**config.mk**
```make
export PLATFORM = sky130hd
export DESIGN_NAME = adder_rr_arbiter
export DESIGN_NICKNAME = d
export VERILOG_FILES = /design/src/rtl/adder_rr_arbiter.sv
export SDC_FILE = /design/constraint.sdc
export NUM_CORES = 1
export LEC_CHECK = 0
export ABC_AREA = 1
export ABC_CLOCK_PERIOD_IN_PS = 4120
export CAP_MARGIN = 30
export CORE_MARGIN = 8
export CORE_UTILIZATION = 27
export CTS_BUF_LIST = sky130_fd_sc_hd__clkbuf_4 sky130_fd_sc_hd__clkbuf_8 sky130_fd_sc_hd__clkbuf_16
export CTS_CLUSTER_DIAMETER = 30
export DETAILED_ROUTE_END_ITERATION = 7
export PLACE_DENSITY = 0.52
export SLEW_MARGIN = 40
export SYNTH_ARGS = -nofsm -noshare
export SYNTH_HDL_FRONTEND = slang
export SYNTH_SLANG_ARGS = --single-unit
export TNS_END_PERCENT = 20
```
**constraint.sdc**
```tcl
create_clock -name clk -period 4.12 [get_ports clk]
set_clock_uncertainty 0.15 [all_clocks]
set_input_delay 0.412 -clock clk [delete_from_list [all_inputs] [get_ports clk]]
set_output_delay 0.412 -clock clk [all_outputs]
set_load 0.01 [all_outputs]
```
**src/rtl/adder_rr_arbiter.sv**
```systemverilog
// adder_rr_arbiter: round-robin arbitration of NREQ requesters onto one shared
// N-bit adder, with a single registered result slot and valid/ready on both sides.
module adder_rr_arbiter #(
    parameter int unsigned N    = 32,
    parameter int unsigned NREQ = 4,
    parameter int unsigned IDW  = 2
) (
    input  logic                clk,
    input  logic                rst,
    input  logic [NREQ-1:0]     req_valid,
    output logic [NREQ-1:0]     req_ready,
    input  logic [NREQ*N-1:0]   req_a,
    input  logic [NREQ*N-1:0]   req_b,
    output logic                res_valid,
    input  logic                res_ready,
    output logic [N-1:0]        res_sum,
    output logic                res_cout,
    output logic [IDW-1:0]      res_id
);

    localparam int unsigned SUMW = N + 1;

    typedef enum logic {
        EMPTY = 1'b0,
        FULL  = 1'b1
    } state_t;

    state_t             r_state;
    state_t             w_state_nxt;
    logic [IDW-1:0]     r_last_grant;
    logic [N-1:0]       r_sum;
    logic               r_cout;
    logic [IDW-1:0]     r_id;

    logic               w_slot_free;
    logic               w_grant;
    logic [IDW-1:0]     w_grant_idx;
    logic [IDW-1:0]     w_scan_idx;
    logic [NREQ-1:0]    w_req_ready;
    logic [N-1:0]       w_sel_a;
    logic [N-1:0]       w_sel_b;
    logic [SUMW-1:0]    w_sum_ext;

    // The slot can accept a new result when empty or when it drains this cycle.
    assign w_slot_free = (r_state == EMPTY) | res_ready;

    // Rotating-priority scan starting just after the last winner; no grant during reset.
    always_comb begin
        w_grant     = 1'b0;
        w_grant_idx = '0;
        w_scan_idx  = '0;
        w_req_ready = '0;
        if (w_slot_free && !rst) begin
            for (int unsigned i = 1; i <= NREQ; i++) begin
                w_scan_idx = IDW'((32'(r_last_grant) + i) % NREQ);
                if (!w_grant && req_valid[w_scan_idx]) begin
                    w_grant     = 1'b1;
                    w_grant_idx = w_scan_idx;
                end
            end
        end
        if (w_grant) begin
            w_req_ready[w_grant_idx] = 1'b1;
        end
    end

    // Operand mux and the shared (N+1)-bit add of the winning request.
    always_comb begin
        w_sel_a   = req_a[32'(w_grant_idx) * N +: N];
        w_sel_b   = req_b[32'(w_grant_idx) * N +: N];
        w_sum_ext = {1'b0, w_sel_a} + {1'b0, w_sel_b};
    end

    // Slot state register.
    always_ff @(posedge clk or posedge rst) begin
        if (rst) begin
            r_state <= EMPTY;
        end else begin
            r_state <= w_state_nxt;
        end
    end

    // Next state: a grant always fills the slot; a drain without a grant empties it.
    always_comb begin
        w_state_nxt = r_state;
        if (w_grant) begin
            w_state_nxt = FULL;
        end else if ((r_state == FULL) && res_ready) begin
            w_state_nxt = EMPTY;
        end
    end

    // Priority pointer moves only on a grant; reset makes requester 0 top priority.
    always_ff @(posedge clk or posedge rst) begin
        if (rst) begin
            r_last_grant <= IDW'(NREQ - 1);
        end else if (w_grant) begin
            r_last_grant <= w_grant_idx;
        end
    end

    // Result slot payload; holds its value after a drain.
    always_ff @(posedge clk or posedge rst) begin
        if (rst) begin
            r_sum  <= '0;
            r_cout <= 1'b0;
            r_id   <= '0;
        end else if (w_grant) begin
            r_sum  <= w_sum_ext[N-1:0];
            r_cout <= w_sum_ext[N];
            r_id   <= w_grant_idx;
        end
    end

    assign req_ready = w_req_ready;
    assign res_valid = (r_state == FULL);
    assign res_sum   = r_sum;
    assign res_cout  = r_cout;
    assign res_id    = r_id;

endmodule

```
==> metrics.md <==
| Metric | Value |
|---|---|
| Drt pass-1 iters | `5` |
| Clock transition at path regs | `0.06 ns` |
| Final period util | `94.8%` |
| Cts-stage hold buffer count | `0` |
| Die area | `30000 µm²` |
| First DRT Iteration DRCs | `464` |
| Io pins | `303` |
| Final ANT Viol Nets | `0` |
| Kind of critical path | `reg2reg` |
| Fmax | `256 MHz` |
| Post-synth top area share | `24.4%` |
| Vias in the first global route | `9229` |
| Commonest cells after routing, fill and taps aside | `nand2_1 (421), clkdlybuf4s50_1 (302), inv_1 (204)` |
| Worst path arrival time | `3.93 ns` |
| Clk sink count | `38` |
| Clk buf depth | `2` |
| P_leak | `5.85 nW` |
| Final HPWL DP | `26400 µm` |
| Final setup vio count | `0` |
| Startpoint class of the critical path | `flip-flop` |
| First-pass GRT wire length | `49100 µm` |
| Synth Area per Inst | `5.28 µm²` |
| Number of synthesis warnings | `0` |
| Global placement routability congestion | `0.865` |
| Status | `finished clean` |
| Crit path from | `r_last_grant[0]` |
| IO Port Bufs | `302` |
| Mapped Area | `6670 µm²` |
| Initial Utilization | `27.5%` |
| CP Max Fanout | `20` |
| Setup TNS | `0 ns` |
| Routed via count | `9001` |
| Maxcap violations | `0` |
| CTS root buf | `clkbuf_16` |
| Drt total wl | `32100 µm` |
| Row cnt | `57` |
| Total track usage | `20.1%` |
| Final core occ | `46.9%` |
| Commonest non-fill, non-tap cell in the layout | `nand2_1` |
| Skew-Pair Late Insertion Delay | `0.28 ns` |
| DRC | `0` |
| Hold path start | `res_sum[9]` |
| Largest area contributor in the netlist | `nand2_1` |
| Slew @ Worst Pin | `0.460 ns` |
| Crit end category | `flip-flop` |
| Crit path required time | `4.15 ns` |
| Cells after Synth | `1263` |
| Top post-synthesis cells by area | `nand2_1 (24%), dfrtp_1 (14%), inv_1 (12%)` |
| Area Overhead vs Synth | `70.6%` |
| HP Class | `reg2reg` |
| Final number of max-transition violations | `0` |
| Pwr dens | `1100 nW/µm²` |
| DR vias/cell | `4.58` |
| Final hold vios | `0` |
| CTS tree | `done` |
| Largest net degree at the start of global routing | `52` |
| Slew HR | `69.3%` |
| Post-synthesis cell type count | `36` |
| Nets | `1937` |
| Share of cells above drive strength 1 | `12.5%` |
| WL/cell | `16.3 µm` |
| IR drop worst, VDD | `0.494 mV` |
| Initial antenna violation count | `1` |
| Total gr overflow | `0` |
| Post-synthesis register bit count | `38` |
| RSZ-0062 raised after global routing | `true` |
| Total CTS buffers | `5` |
| Mapped Nets | `1559` |
| Worst flop-to-flop path startpoint | `r_last_grant[0]` |
| CORE AREA | `24200 µm²` |
| Die Span Y | `173 µm` |
| Min Tclk post-route | `3.90 ns` |
| Die Wd | `173 µm` |
| Sequential area share after synthesis | `14.3%` |
| H-tree depth | `2` |
[power breakdown]
group,internal (mW),switching (mW),total [mW]
Sequential,0.590,0.130,0.719
Clock,0.363,0.154,0.517
Combinational,4.89,6.37,11.3
[critical path, stage by stage (launching register included)]
cell	delay [ns]
dfstp_2	0.63
inv_4	0.08
nand2_1	0.06
nand2_1	0.07
nand2_1	0.10
nand2_2	0.08
nor2_2	0.13
nand3_2	0.10
nand2_4	0.10
inv_2	0.08
nand2_8	0.13
buf_12	0.17
nand2_1	0.07
a21oi_1	0.14
nor2_1	0.11
buf_4	0.15
ha_1	0.33
buf_4	0.17
nand2_1	0.08
inv_1	0.08
nand2_2	0.10
nor2_1	0.06
nor2_2	0.16
nor2_1	0.05
nor2_1	0.16
nand3_1	0.10
nand3_1	0.10
nand2_1	0.05
[cell families (layout without fill, tap and decap cells)]
kind of cell    count (synthesis)  in the layout  synth area share (%)
flops                          38             38                  14.3
compound gates                146            146                  11.3
fa+ha+maj                      33             33                  6.31
buf+inv                       269            648                  16.7
simple gates                  766            766                  49.9
other cells                     0              1                     0
xor+xnor                       11             11                  1.45
[worst paths after layout]
path,to,slack (ns),depth (start not counted)
min in group asynchronous,res_sum[1],0.34,2
max in group asynchronous,res_sum[27],2.88,3
hold reg to reg,res_sum[9],0.33,2
setup reg to reg,res_sum[28],0.22,27
setup / recovery,res_sum[28],0.22,27
hold / removal,res_sum[9],0.33,2
[per-stage QoR]
step / std cells / power, mW / setup WS, ns / instance area [µm²] / hold WS, ns
global route: 1967 / 13.8 / -0.0279 / 11400 / 0.350
global placement: 1951 / 11.3 / -0.0238 / 10900 / 0.315
CTS: 1959 / 11.9 / 0.129 / 11100 / 0.336
floorplan: 1263 / 6.53 / 0.556 / 6670 / 0.358
finish: 1967 / 12.5 / 0.216 / 11400 / 0.330
detailed placement: 1951 / 11.3 / -0.00676 / 10900 / 0.319
[cells in the mapped netlist]
cell type and instances:
nand2_1 433, inv_1 205, nand3_1 150, nor2_1 106
a21oi_1 91, nand3b_1 53, o21ai_0 45, dfrtp_1 36
ha_1 32, clkbuf_1 23, buf_2 22, xnor2_1 10
nand4_1 7, nor3_1 7, buf_6 6, buf_4 5
inv_2 4, nand2_2 4, o21a_1 3, buf_1 2
dfstp_2 2, nand2_4 2, nor4_1 2, a21boi_0 1
a21o_1 1, a21oi_2 1, a31oi_1 1, buf_8 1
fa_1 1, inv_4 1, nand3_2 1, nor2_2 1
o21ai_1 1, o21bai_1 1, o311ai_0 1, xor2_1 1
[layout make-up]
cell class,instances,area [µm²]
fillers,2640,12900
inverters,210,791
flip-flops and latches,38,953
diodes,1,2.50
clock buffers,6,139
well taps,324,405
multi-input cells,956,4800
repair buffers,430,4230
clock inverters,2,60.1
[state kept, by name, summed over array words and instances, names as in the netlist]
| register | flops |
|---|---|
| res_sum | 32 |
| r_last_grant | 2 |
| res_id | 2 |
| res_cout | 1 |
| res_valid | 1 |
[metal layers]
| metal | up-vias | share of wire, % | GRT usage, % |
|---|---|---|---|
| li1 | 4709 | - | - |
| met2 | 275 | 48 | 36.3 |
| met1 | 3975 | 44 | 24.3 |
| met5 | - | 0 | 0 |
| met4 | 0 | 2.3 | 4.10 |
| met3 | 42 | 6.1 | 4.07 |
[what timing repair did]
action | in CTS | in global routing
setup buffers | 0 | 4
resized for setup | 0 | 64
endpoints found under the setup margin | 0 | 24
Power figures use the tool's default switching activity.
